[src/rtl/aes_dec_pkg.sv]
// Shared widths, round count and FSM encoding for the AES-128 decrypt sequencer.
package aes_dec_pkg;

  localparam int AES_BLOCK_W = 128;
  localparam int KEY_IDX_W   = 4;
  localparam int NR_AES128   = 10;

  typedef enum logic [2:0] {
    IDLE  = 3'd0,
    ARK0  = 3'd1,
    ISSUE = 3'd2,
    WAIT  = 3'd3,
    DONE  = 3'd4
  } dec_state_e;

  typedef logic [AES_BLOCK_W-1:0] aes_blk_t;

  // AddRoundKey is a plain 128-bit XOR; kept as a function so both uses read alike.
  function automatic aes_blk_t add_round_key(input aes_blk_t s, input aes_blk_t k);
    return s ^ k;
  endfunction

endpackage

[src/rtl/aes_dec_round_timer.sv]
// Loadable down-counter; done marks the final cycle of a datapath round wait.
module aes_dec_round_timer #(
  parameter int ROUND_LAT = 2
) (
  input  logic clk,
  input  logic rst_n,
  input  logic clr,
  input  logic load,
  output logic done
);

  localparam int CNT_W = (ROUND_LAT > 1) ? $clog2(ROUND_LAT) : 1;

  logic [CNT_W-1:0] cnt_q;

  // Load ROUND_LAT-1 on issue, then count down to zero and hold there.
  always_ff @(posedge clk or negedge rst_n) begin
    if (!rst_n) begin
      cnt_q <= '0;
    end else if (clr) begin
      cnt_q <= '0;
    end else if (load) begin
      cnt_q <= CNT_W'(ROUND_LAT - 1);
    end else if (cnt_q != '0) begin
      cnt_q <= cnt_q - CNT_W'(1);
    end
  end

  assign done = (cnt_q == '0);

endmodule

[src/rtl/aes_decrypt_round_ctrl.sv]
// Iterative AES-128 decryption sequencer driving one shared inverse-round datapath.
module aes_decrypt_round_ctrl
  import aes_dec_pkg::*;
#(
  parameter int NR        = NR_AES128,
  parameter int ROUND_LAT = 2
) (
  input  logic                   clk,
  input  logic                   rst_n,
  input  logic                   flush,
  input  logic                   in_valid,
  output logic                   in_ready,
  input  logic [AES_BLOCK_W-1:0] in_data,
  output logic [KEY_IDX_W-1:0]   key_idx,
  input  logic [AES_BLOCK_W-1:0] key_in,
  output logic                   rnd_start,
  output logic                   rnd_last,
  output logic [AES_BLOCK_W-1:0] rnd_data,
  output logic [AES_BLOCK_W-1:0] rnd_key,
  input  logic [AES_BLOCK_W-1:0] rnd_result,
  output logic                   out_valid,
  input  logic                   out_ready,
  output logic [AES_BLOCK_W-1:0] out_data,
  output logic                   busy
);

  dec_state_e           state, state_nxt;
  aes_blk_t             cap_q;
  aes_blk_t             st_q;
  aes_blk_t             out_q;
  logic [KEY_IDX_W-1:0] rnd_q;
  logic                 tmr_done;
  logic                 in_fire;
  logic                 out_fire;
  logic                 last_wait;
  logic                 in_round;

  assign in_fire   = (state == IDLE) && in_valid && in_ready;
  assign out_fire  = (state == DONE) && out_ready;
  assign last_wait = (state == WAIT) && tmr_done;
  assign in_round  = (state == ISSUE) || (state == WAIT);

  aes_dec_round_timer #(
    .ROUND_LAT (ROUND_LAT)
  ) u_timer (
    .clk   (clk),
    .rst_n (rst_n),
    .clr   (flush),
    .load  (state == ISSUE),
    .done  (tmr_done)
  );

  // Next-state decode; flush overrides every other transition.
  always_comb begin
    state_nxt = state;
    if (flush) begin
      state_nxt = IDLE;
    end else begin
      case (state)
        IDLE:    if (in_fire) state_nxt = ARK0;
        ARK0:    state_nxt = ISSUE;
        ISSUE:   state_nxt = WAIT;
        WAIT:    if (tmr_done) state_nxt = (rnd_q == '0) ? DONE : ISSUE;
        DONE:    if (out_fire) state_nxt = IDLE;
        default: state_nxt = IDLE;
      endcase
    end
  end

  // State register.
  always_ff @(posedge clk or negedge rst_n) begin
    if (!rst_n) state <= IDLE;
    else        state <= state_nxt;
  end

  // Block capture, running state, round counter and plaintext holding register.
  always_ff @(posedge clk or negedge rst_n) begin
    if (!rst_n) begin
      cap_q <= '0;
      st_q  <= '0;
      rnd_q <= KEY_IDX_W'(NR - 1);
      out_q <= '0;
    end else if (!flush) begin
      if (in_fire) cap_q <= in_data;
      if (state == ARK0) begin
        st_q  <= add_round_key(cap_q, key_in);
        rnd_q <= KEY_IDX_W'(NR - 1);
      end
      if (last_wait) begin
        if (rnd_q != '0) begin
          st_q  <= rnd_result;
          rnd_q <= rnd_q - KEY_IDX_W'(1);
        end else begin
          // Final AddRoundKey: key_idx is 0 in this cycle.
          out_q <= add_round_key(rnd_result, key_in);
        end
      end
    end
  end

  // in_ready is gated by rst_n so it is low for the whole reset window.
  assign in_ready  = rst_n && (state == IDLE);
  assign key_idx   = (state == ARK0) ? KEY_IDX_W'(NR) :
                     in_round        ? rnd_q          : '0;
  assign rnd_start = (state == ISSUE);
  assign rnd_last  = in_round && (rnd_q == '0);
  assign rnd_data  = st_q;
  assign rnd_key   = key_in;
  assign out_valid = (state == DONE);
  assign out_data  = out_q;
  assign busy      = (state != IDLE);

endmodule

[config.mk]
export PLATFORM = sky130hd
export DESIGN_NAME = aes_decrypt_round_ctrl
export DESIGN_NICKNAME = d
export VERILOG_FILES = /design/src/rtl/aes_dec_pkg.sv /design/src/rtl/aes_dec_round_timer.sv /design/src/rtl/aes_decrypt_round_ctrl.sv
export SDC_FILE = /design/constraint.sdc
export NUM_CORES = 1
export LEC_CHECK = 0
export ABC_AREA = 1
export ABC_CLOCK_PERIOD_IN_PS = 2280
export CAP_MARGIN = 10
export CORE_AREA = 8 8 297 299
export CTS_CLUSTER_SIZE = 12
export DETAILED_ROUTE_END_ITERATION = 8
export DIE_AREA = 0 0 305 307
export GPL_TIMING_DRIVEN = 0
export PLACE_DENSITY = 0.51
export SYNTH_ARGS = -nofsm -noshare
export SYNTH_HDL_FRONTEND = slang
export SYNTH_SLANG_ARGS = --single-unit
[constraint.sdc]
create_clock -name clk -period 2.28 [get_ports clk]
set_clock_uncertainty 0.2 [all_clocks]
set_input_delay 0.456 -clock clk [delete_from_list [all_inputs] [get_ports clk]]
set_output_delay 0.456 -clock clk [all_outputs]
set_load 0.01 [all_outputs]
# Yosys cells after proc, flatten, opt, wreduce, memory -nomap -nowiden
# Cells that the tools add are included.
[word_totals] wordCells=51 out_inout_bits=393 input_bits=389 register_bits=392
[op_classes] n_eq_ne=7 muxes=17 n_bitwise=5 addsub=2 reduce_logical=14
[ops] op="$mux 128" count=3
[ops] op="$xor 128x128->128" count=2
[ops] op="$mux 4" count=5
[ops] op="$mux 3" count=5
[ops] op="$pmux 3 s5" count=1
[ops] op="$eq 3x2->1 const B" count=2
[ops] op="$logic_and 1x1->1" count=6
[ops] op="$ne 3x3->1 const B" count=2
[ops] op="$reduce_and 3->1" count=2
[ops] op="$logic_not 4->1" count=1
[ops] op="$reduce_bool 4->1" count=1
[ops] op="$sub 4x1->4 const B" count=1
[ops] op="$eq 3x1->1 const B" count=1
[ops] op="$eq 3x3->1 const B" count=1
[ops] op="$logic_not 3->1" count=1
[ops] op="$mux 1" count=3
[ops] op="$ne 3x2->1 const B" count=1
[ops] op="$not 1->1" count=3
[ops] op="$reduce_bool 3->1" count=1
[ops] op="$reduce_and 2->1" count=1
[ops] op="$logic_or 1x1->1" count=1
[ops] op="$sub 1x1->1 const B" count=1

# Longest topological paths before layout
# Gate-level depths: netlist of the first run.
[depth] ltp_word=6 depth_mapped=11 ltp_nobuf=9

# Modules after synthesis
# Synthesis of the first run repeated with hierarchy kept, for this count alone.
[unflattened] cells_unflattened=2505 hier_area_um2=20442.1
[by_module_without_submodules] mod="aes_decrypt_round_ctrl" cells_per_inst=2501 area_per_inst_um2=20403.3 seq_area_each_um2=9786.9 n_inst=1
[by_module_without_submodules] mod="aes_dec_round_timer" cells_per_inst=4 area_per_inst_um2=38.8 seq_area_each_um2=25.0 n_inst=1

# Least setup slack after synthesis of the first run
# Ideal clock, no wire load.
[synth_timing] path_type="register to output" from="reg rnd_q[0]" to="out rnd_last" stages_incl_launch_ff=7 required_ns=1.624 t_arrival_ns=1.536 setup_slack_ns=0.088 path_buffers=2 path_cell_list="dfstp_2 -> inv_1 -> ha_1 -> nand2_1 -> buf_2 -> buf_1 -> nor2_1"
[synth_between] elab_chain_len=2
[synth_rtl] item="from (decl)" line="aes_decrypt_round_ctrl.sv:31" source="logic [KEY_IDX_W-1:0] rnd_q;"
[synth_rtl] item="from (signal assigned)" line="aes_decrypt_round_ctrl.sv:81" source="rnd_q <= KEY_IDX_W'(NR - 1);"
[synth_rtl] item="from (signal assigned)" line="aes_decrypt_round_ctrl.sv:87" source="rnd_q <= KEY_IDX_W'(NR - 1);"
[synth_rtl] item="from (signal assigned)" line="aes_decrypt_round_ctrl.sv:92" source="rnd_q <= rnd_q - KEY_IDX_W'(1);"
[synth_rtl] item="$logic_not 4->1" line="aes_decrypt_round_ctrl.sv:106" source="assign rnd_last = in_round && (rnd_q == '0);"
[synth_rtl] item="$logic_and 1x1->1" line="aes_decrypt_round_ctrl.sv:106"
[synth_rtl] item="to (decl)" line="aes_decrypt_round_ctrl.sv:17" source="output logic rnd_last,"
# Every way passes these cells.

# Worst setup path in the final report of the first run
# Ends and elaborated chain as after synthesis.

==> results of run 1 <==
-- worst min path at each step --
stage,startpoint,endpoint,slack [ns]
6_report,key_in[111],out_data[111]$_DFFE_PN0P_,0.19
5_1_grt,key_in[60],out_data[60]$_DFFE_PN0P_,0.16
4_1_cts,key_in[111],out_data[111]$_DFFE_PN0P_,0.14
3_5_place_dp,out_data[31]$_DFFE_PN0P_,out_data[31]$_DFFE_PN0P_,0.28
3_3_place_gp,out_data[0]$_DFFE_PN0P_,out_data[0]$_DFFE_PN0P_,0.27
2_1_floorplan,rst_n,cap_q[0]$_DFFE_PN0P_,-0.04
-- tightest hold or removal path, stage by stage --
cell and delay, ns:
dlygate4sd2_1 0.27, xnor2_1 0.13, o21ai_1 0.06
-- stage by stage --
step	area (sq um)	total power, W	hold slack (ns)	setup TNS, ns
floorplan	20600	0.0135	-0.0396	0
global placement	29800	0.0186	0.266	-9810.58
detailed placement	29900	0.0186	0.277	-453.64
CTS	31800	0.0263	0.142	-0.756
global route	32100	0.0276	0.162	-2.54
finish	32100	0.0260	0.189	-0.212
-- timing repair --
item	CTS	global route
hold endpoints to repair	169	0
pin swaps	6	9
setup buffers	13	12
hold buffers	11	0
cloned	2	1
setup endpoints to repair	540	333
gates resized for setup	311	72
-- cell usage in the layout (no fill, tap or decap), types with 129 or more instances in the layout --
master	count
clkdlybuf4s50_1	623
o21ai_1	255
o21ai_0	131
dfrtp_1	389
dlygate4sd2_1	139
xnor2_1	129
nand3_1	261
nand2_1	523
inv_1	394
buf_4	170
-- power by group through the flow --
stage | registers (W) | clock network (W) | logic (W)
final | 0.00967 | 0.00738 | 0.00891
after global routing | 0.00989 | 0.00788 | 0.00984
after CTS | 0.00968 | 0.00763 | 0.00898
after detailed placement | 0.00978 | 0 | 0.00883
after global placement | 0.00977 | 0 | 0.00880
after floorplan | 0.0101 | 0 | 0.00338
-- registers in the layout (all words and copies together), names as in the netlist --
signal / cells
cap_q: 128
out_data: 128
rnd_data: 128
rnd_q: 4
state: 3
u_timer.cnt_q: 1
-- kinds of logic (layout without fill, tap and decap cells) --
family / after synthesis / count (layout) / share of synthesized area
buffers and inverters: 667 / 1571 / 0.153
xor gates and xnor gates: 257 / 257 / 0.109
DFF: 392 / 392 / 0.476
other: 0 / 6 / 0
and+or+nand+nor: 812 / 812 / 0.165
AOI/OAI and AO/OA: 392 / 392 / 0.0954
adders and majority gates: 1 / 1 / 0.000607
-- cell type report --
| cell class | instances | area, sq um |
|---|---|---|
| Antenna cell | 6 | 15.0 |
| Buffer | 267 | 1890 |
| Clock buffer | 71 | 1370 |
| Clock inverter | 11 | 90.1 |
| Fill cell | 8685 | 51100 |
| Inverter | 398 | 1500 |
| Multi-Input combinational cell | 1462 | 7760 |
| Sequential cell | 392 | 9810 |
| Tap cell | 1080 | 1350 |
| Timing Repair Buffer | 824 | 8280 |
-- per-layer routing --
metal | vias to the layer above | global-route usage | wire length [um]
li1 | 9469 | - | -
met1 | 9386 | 0.249 | 41400
met2 | 596 | 0.361 | 49800
met3 | 88 | 0.0553 | 6650
met4 | 4 | 0.0444 | 1870
met5 | - | 0 | 27
==> results.json, run 1 <==
{
  "synthToLayoutAreaGrowth_pct": 55.6,
  "startpoint": "rnd_q[0]$_DFFE_PN1N_",
  "dieWidth_um": 305,
  "hold_depth": 3,
  "internal_power_w": 0.0173,
  "seq_power_share": 0.373,
  "clk_pin_slew_ns": 0.06,
  "hpwl_mm": 76.6,
  "grt_pass1_wl_mm": 143,
  "rsz0062_at_grt": "yes",
  "relSlewSlack": 0.587,
  "finalSetupViolCount": 3,
  "worst_pin_slew_ns": 0.620,
  "net-switching-power_w": 0.00867,
  "track_usage": 0.205,
  "ys_warn_count": 0,
  "slew_viol_final": 0,
  "die_y_um": 307,
  "cts_root_buf": "clkbuf_16",
  "yosysSeqAreaShare": 0.476,
  "swShare": 0.334,
  "grt_pass1_vias": 20124,
  "rows": 106,
  "cp-end-kind": "output pin",
  "path_cells": "inv_2, ha_4, nand2_4, buf_12, buf_12, nor2_4, buf_6",
  "syn_nets": 2911,
  "start_kind": "register",
  "final_cells": 4511,
  "fp.coreArea_sq_mm": 0.0832,
  "nets": 3784,
  "violations": "negative setup slack",
  "hold_path_class": "in2reg",
  "rrSetupSlack_ns": 0.03,
  "power_density_mw_per_mm2": 810,
  "leakagePower_nw": 15.7,
  "post-route-period-util": 1.07,
  "irDropWorstVdd_uv": 452,
  "synth_ff_type": "dfrtp_1",
  "wl_per_cell_um": 22.1,
  "wl_mm": 99.8,
  "yosys.area.top_type": "dfrtp_1",
  "arrival_ns": 1.79,
  "synth.distinct_cells": 24,
  "cts-buffers-inserted": 49,
  "cts_sinks": 392,
  "grt.overflow.total": 0,
  "synth_edf_count": 0,
  "cts_tree": "built",
  "maxCapViolations": 0,
  "synthesis.area_sq_mm": 0.0206,
  "io_buffers": 781,
  "clkPwrFrac": 0.284,
  "cpPeakStageDelay_ns": 0.54,
  "hold_viol": 0,
  "critical_path_depth": 7,
  "antenna_found_initial": 15,
  "synth.most_common_cell": "nand2_1",
  "synthTopCellsByArea": "dfrtp_1, nand2_1, inv_1",
  "finalCoreUtilization": 0.386,
  "synth_top_area_share": 0.474,
  "crit_buf_inv": 4,
  "drt-pass1-iter-count": 4,
  "rr_worst_depth": 10,
  "place_inst": 4386,
  "cp_top_family": "flip-flops",
  "post-place-ws_ns": -1.82,
  "io-pin-count": 782,
  "layout-drive-gt1-share": 0.113,
  "ys_seq_elements": 392,
  "setup_ws_ns": -0.163,
  "clock_latency_ns": 0.58,
  "critPathCapture": "rnd_last",
  "drt_iter0_markers": 1066,
  "htreeDepth": 2,
  "crit_path_top_delay_cell": "dfstp_2",
  "postSynthCellCount": 2521,
  "comb_power_share": 0.343,
  "vias_per_cell": 4.33,
  "gp_congestion": 0.838,
  "regToRegEndpoint": "out_data[37]$_DFFE_PN0P_",
  "route.detailed.drc": 0,
  "fin_crit_ns": 2.44,
  "grt_max_degree": 103,
  "worstSetupPathType": "reg2out",
  "rr_startpoint": "state[2]$_DFFE_PN0P_",
  "via_count": 19543,
  "max_clock_freq_mhz": 409,
  "path_common_cell": "buf_12",
  "outcome": "finished, violations left",
  "async_flop_share": 1.00,
  "timing.critical_path.fanout_max": 3,
  "drtAntennaViolNets": 0,
  "die_area_sq_mm": 0.0936,
  "synth_area_per_cell_sq_um": 8.17,
  "cts.path.max_buffers": 3,
  "critical_path_required_ns": 1.62,
  "start_util": 0.248,
  "netlist_top_cells_count": "nand2_1, inv_1, dfrtp_1, nand3_1, o21ai_1"
}
Power figures use the tool's default switching activity.
==> run 2: changes to the inputs <==
--- a/config.mk
+++ b/config.mk
@@ -7,13 +7,13 @@
 export LEC_CHECK = 0
 export ABC_AREA = 1
 export ABC_CLOCK_PERIOD_IN_PS = 2280
-export CAP_MARGIN = 10
-export CORE_AREA = 8 8 297 299
+export CORE_AREA = 8 8 296 298
 export CTS_CLUSTER_SIZE = 12
 export DETAILED_ROUTE_END_ITERATION = 8
-export DIE_AREA = 0 0 305 307
+export DIE_AREA = 0 0 304 306
 export GPL_TIMING_DRIVEN = 0
 export PLACE_DENSITY = 0.51
 export SYNTH_ARGS = -nofsm -noshare
 export SYNTH_HDL_FRONTEND = slang
+export SYNTH_HIERARCHICAL = 1
 export SYNTH_SLANG_ARGS = --single-unit
==> results.json, run 2 <==
{
  "fp.coreArea_sq_mm": 0.0829,
  "antenna_found_initial": 16,
  "leakagePower_nw": 15.8,
  "cts_root_buf": "clkbuf_16",
  "start_kind": "register",
  "grt.overflow.total": 0,
  "hold_viol": 0,
  "synth_top_area_share": 0.477,
  "hpwl_mm": 74.2,
  "drtAntennaViolNets": 0,
  "io_buffers": 781,
  "relSlewSlack": 0.315,
  "synth_edf_count": 0,
  "die_area_sq_mm": 0.0930,
  "synthesis.area_sq_mm": 0.0204,
  "rsz0062_at_grt": "yes",
  "comb_power_share": 0.317,
  "die_y_um": 306,
  "worst_pin_slew_ns": 1.02,
  "worstSetupPathType": "reg2out",
  "rrSetupSlack_ns": 0.09,
  "seq_power_share": 0.363,
  "nets": 3764,
  "yosys.area.top_type": "dfrtp_1",
  "swShare": 0.318,
  "regArea_sq_mm": 0.00981,
  "layout-drive-gt1-share": 0.114,
  "layout_common_cells": "nand2_1, clkdlybuf4s50_1, inv_1",
  "power.total_w": 0.0264,
  "synthToLayoutAreaGrowth_pct": 56.9,
  "slew_viol_final": 0,
  "postSynthCellCount": 2505,
  "wl_per_cell_um": 21.6,
  "arrival_ns": 1.71,
  "ys_seq_elements": 392,
  "hold_path_class": "in2async",
  "vias_per_cell": 4.20,
  "timing.critical_path.fanout_max": 4,
  "critical_path_required_ns": 1.62,
  "power_density_mw_per_mm2": 823,
  "dieWidth_um": 304,
  "clk_pin_slew_ns": 0.06,
  "async_flop_share": 1.00,
  "num-fill-cells": 8688,
  "post-route-period-util": 1.04,
  "gp_congestion": 0.838,
  "regToRegEndpoint": "out_data[61]$_DFFE_PN0P_",
  "synth.most_common_cell": "nand2_1",
  "synth.distinct_cells": 27,
  "htreeDepth": 2,
  "net-switching-power_w": 0.00840,
  "wl_mm": 97.2,
  "final_common_cell": "nand2_1",
  "synthTopCellsByArea": "dfrtp_1, nand2_1, inv_1",
  "holdWs_ns": 0.0346,
  "start_util": 0.247,
  "setup_ws_ns": -0.0907,
  "finalSetupViolCount": 4,
  "cts.path.max_buffers": 3,
  "max_clock_freq_mhz": 422,
  "yosysSeqAreaShare": 0.480,
  "track_usage": 0.201,
  "internal_power_w": 0.0180,
  "io-pin-count": 782,
  "cts_tree": "built",
  "clock_latency_ns": 0.59,
  "grt_max_degree": 107,
  "drt_iter0_markers": 916,
  "via_count": 18945,
  "cts-buffers-inserted": 50,
  "cts_sinks": 392,
  "outcome": "finished, violations left",
  "cp-end-kind": "output pin",
  "rr_startpoint": "rnd_q[0]$_DFFE_PN1N_",
  "rr_worst_depth": 9,
  "ys_warn_count": 6,
  "violations": "negative setup slack",
  "synth_area_per_cell_sq_um": 8.16,
  "synth_ff_type": "dfrtp_1",
  "drt-pass1-iter-count": 4,
  "multiInputGateArea_sq_mm": 0.00759,
  "maxCapViolations": 0,
  "grt_pass1_vias": 19779,
  "fin_crit_ns": 2.37,
  "clkPwrFrac": 0.320,
  "grt_pass1_wl_mm": 139,
  "irDropWorstVdd_uv": 412,
  "rows": 106,
  "route.detailed.drc": 0,
  "netlist_top_cells_count": "nand2_1, inv_1, dfrtp_1, o21ai_0, buf_4",
  "syn_nets": 2895
}
-- run 2: cell types whose count changed after synthesis, moves of 4 or more --
| cell | previous run | this run |
|---|---|---|
| buf_1 | 17 | 2 |
| buf_6 | 10 | 14 |
| clkbuf_1 | 58 | 49 |
| nand2_1 | 530 | 653 |
| nand3_1 | 263 | 136 |
| nand4_1 | 5 | 0 |
| o21ai_0 | 134 | 258 |
| o21ai_1 | 256 | 132 |
-- run 2: worst max-delay path by stage --
stage                               from  slack [ns]                        to
global placement                   rst_n      -18.87     cap_q[67]$_DFFE_PN0P_
global route        state[1]$_DFFE_PN0P_       -0.18                key_idx[1]
floorplan           rnd_q[0]$_DFFE_PN1N_        0.37  rnd_data[27]$_DFFE_PN0N_
detailed placement                 rst_n       -1.84     cap_q[48]$_DFFE_PN0P_
finish              state[1]$_DFFE_PN0P_       -0.09                key_idx[1]
CTS                 state[1]$_DFFE_PN0P_       -0.24                key_idx[3]
-- run 2: cell families after synthesis --
kind of cell | synth area share
AO/OA/AOI/OAI | 0.0970
XOR/XNOR | 0.110
adder cells (fa/ha/maj) | 0.000612
buffers and inverters | 0.154
flip-flops | 0.480
AND/OR/NAND/NOR | 0.159
-- run 2: critical path: stages, from the launching register on --
cell       delay [ns]
dfrtp_1          0.40
nor2_2           0.16
nand2_4          0.09
buf_12           0.14
clkbuf_16        0.14
o21ai_2          0.05
buf_6            0.13
-- run 2: final cells by class --
class / instances / area share
Sequential cell: 392 / 0.306
Clock inverter: 18 / 0.00714
Buffer: 254 / 0.0569
Tap cell: 1080 / 0.0421
Antenna cell: 13 / 0.00101
Inverter: 398 / 0.0467
Multi-Input combinational cell: 1461 / 0.237
Clock buffer: 75 / 0.0473
Timing Repair Buffer: 817 / 0.256
-- run 2: repair_timing --
item                       4_1_cts  5_1_grt
hold buffers                    15        0
setup endpoints to repair      520      137
resized for setup              247       64
hold endpoints to repair       135        0
pin swaps                        7        4
buffers inserted                10        4
gates cloned                     4        0
-- run 2: metal layers --
metal | global-route usage | wire [um] | up-vias
met5 | 0 | 21 | -
met4 | 0.0684 | 2960 | 4
met3 | 0.0549 | 6210 | 125
met2 | 0.347 | 47700 | 536
met1 | 0.242 | 40300 | 8980
li1 | - | - | 9300
-- run 2: stage by stage --
step	utilization	setup TNS, ns	setup WS, ns	std cells	instance area, sq um
6_report	0.387	-0.209	-0.0907	4508	32100
5_1_grt	0.387	-0.622	-0.180	4505	32100
4_1_cts	0.385	-1.22	-0.239	4491	31900
3_5_place_dp	0.358	-363.00	-1.84	4369	29700
3_3_place_gp	0.357	-9591.33	-18.87	4366	29600
2_1_floorplan	-	0	0.368	2505	20400
-- run 2: power by group through the flow --
stage	clock network, W	registers, W	logic [W]
floorplan	0	0.0101	0.00300
global placement	0	0.00969	0.00840
detailed placement	0	0.00970	0.00843
CTS	0.00865	0.00959	0.00851
global route	0.00890	0.00979	0.00925
finish	0.00844	0.00959	0.00837
==> run 3: changes to the inputs <==
--- a/config.mk
+++ b/config.mk
@@ -12,7 +12,6 @@
 export DETAILED_ROUTE_END_ITERATION = 8
 export DIE_AREA = 0 0 304 306
 export GPL_TIMING_DRIVEN = 0
-export PLACE_DENSITY = 0.51
 export SYNTH_ARGS = -nofsm -noshare
 export SYNTH_HDL_FRONTEND = slang
 export SYNTH_HIERARCHICAL = 1
==> results.json, run 3 (synthesis results as in run 2) <==
{
  "outcome": "finished, violations left",
  "violations": "negative hold slack, negative setup slack",
  "die_y_um": 306,
  "internal_power_w": 0.0179,
  "arrival_ns": 1.65,
  "max_clock_freq_mhz": 434,
  "cts_sinks": 392,
  "cts.path.max_buffers": 3,
  "holdWs_ns": -0.390,
  "dpl_cell_area_sq_mm": 0.0297,
  "start_util": 0.247,
  "clkPwrFrac": 0.315,
  "worstSetupPathType": "reg2out",
  "final_common_cell": "nand2_1",
  "grt_pass1_wl_mm": 137,
  "vias_per_cell": 4.28,
  "cts-buffers-inserted": 48,
  "drt_iter0_markers": 978,
  "num-fill-cells": 8489,
  "hpwl_mm": 73.4,
  "io_buffers": 781,
  "antenna_found_initial": 12,
  "rsz0062_at_grt": "yes",
  "swShare": 0.318,
  "cts_root_buf": "clkbuf_16",
  "clock_latency_ns": 0.57,
  "dieWidth_um": 304,
  "seq_power_share": 0.365,
  "relSlewSlack": 0.508,
  "drt-pass1-iter-count": 5,
  "power_density_mw_per_mm2": 818,
  "crit_path_top_delay_cell": "dfrtp_1",
  "fp.coreArea_sq_mm": 0.0829,
  "synthToLayoutAreaGrowth_pct": 56.6,
  "rows": 106,
  "cts_tree": "built",
  "nets": 3758,
  "leakagePower_nw": 15.7,
  "via_count": 19218,
  "track_usage": 0.197,
  "start_kind": "register",
  "gp_congestion": 0.915,
  "route.detailed.drc": 0,
  "design_area_sq_mm": 0.0320,
  "layout_common_cells": "nand2_1, clkdlybuf4s50_1, inv_1",
  "hold_viol": 90,
  "io-pin-count": 782,
  "grt.overflow.total": 0,
  "clk_pin_slew_ns": 0.06,
  "layout-drive-gt1-share": 0.117,
  "fin_crit_ns": 2.31,
  "htreeDepth": 2,
  "net-switching-power_w": 0.00834,
  "power.total_w": 0.0262,
  "die_area_sq_mm": 0.0930,
  "grt_pass1_vias": 19778,
  "grt_max_degree": 106,
  "drtAntennaViolNets": 0,
  "hold_path_class": "in2async",
  "critical_path_required_ns": 1.62,
  "path_cells": "nor2_2, nand2_4, clkbuf_16, o21ai_4, buf_6",
  "place_inst": 4369,
  "irDropWorstVdd_uv": 526,
  "cp-end-kind": "output pin",
  "finalSetupViolCount": 3,
  "slew_viol_final": 0,
  "maxCapViolations": 0,
  "wl_per_cell_um": 21.3,
  "post-route-period-util": 1.01,
  "wl_mm": 95.9,
  "worst_pin_slew_ns": 0.738,
  "comb_power_share": 0.320,
  "timing.critical_path.fanout_max": 5,
  "final_cells": 4493,
  "cpPeakStageDelay_ns": 0.43,
  "setup_ws_ns": -0.0262
}
==> run 3: power groups by stage <==
stage               logic [W]  registers, W  clock network [W]
floorplan             0.00300        0.0101                  0
global placement      0.00832       0.00965                  0
detailed placement    0.00838       0.00967                  0
CTS                   0.00842       0.00956            0.00848
global route          0.00920       0.00977            0.00872
finish                0.00837       0.00956            0.00826
==> run 3: worst max-delay path: cells and delay by family (launching register included) <==
family,cells,cell delay [ns]
DFF,1,0.43
buffers and inverters,2,0.31
and+or+nand+nor,2,0.28
AOI/OAI and AO/OA,1,0.06
==> run 3: repair_timing <==
item / in CTS / in global routing
setup buffers: 18 / 7
cloned: 2 / 3
pin swaps: 12 / 14
resized for setup: 282 / 121
setup endpoints to repair: 514 / 316
endpoints found under the hold margin: 90 / 90
==> run 3: per-stage QoR <==
stage               setup slack (ns)  hold slack (ns)  TNS [ns]  utilization
floorplan                      0.368          -0.0396         0            -
global placement              -18.29            0.266  -9306.08        0.357
detailed placement             -1.29            0.272   -259.47        0.358
CTS                           -0.159           -0.297    -0.391        0.382
global route                  -0.138           -0.386     -1.01        0.386
finish                       -0.0262           -0.390   -0.0532        0.386
==> run 3: layer usage <==
| layer | GRT usage | up-vias | wire length, um |
|---|---|---|---|
| met5 | 0 | - | 53 |
| met4 | 0.0645 | 8 | 2830 |
| met3 | 0.0544 | 138 | 6910 |
| met2 | 0.338 | 653 | 46900 |
| met1 | 0.239 | 9159 | 39300 |
| li1 | - | 9260 | - |
==> run 3: cell type report <==
cell class,instances,area (sq um),area share
Antenna cell,7,17.5,0.000547
Buffer,253,1940,0.0605
Clock buffer,71,1430,0.0446
Clock inverter,17,249,0.00778
Inverter,398,1510,0.0471
Multi-Input combinational cell,1461,7650,0.239
Sequential cell,392,9810,0.307
Tap cell,1080,1350,0.0422
Timing Repair Buffer,814,8050,0.251
==> run 3: final timing paths <==
path,from,endpoint,slack [ns],depth (start not counted)
max,state[1]$_DFFE_PN0P_,key_idx[3],-0.03,5
max reg2reg,rnd_q[0]$_DFFE_PN1N_,rnd_data[51]$_DFFE_PN0N_,0.06,12
min in group clk,key_in[22],out_data[22]$_DFFE_PN0P_,0.18,3
min reg2reg,out_data[119]$_DFFE_PN0P_,out_data[119]$_DFFE_PN0P_,0.29,2
max in group asynchronous,rst_n,rnd_data[65]$_DFFE_PN0N_,0.80,3
min,rst_n,out_data[5]$_DFFE_PN0P_,-0.39,1
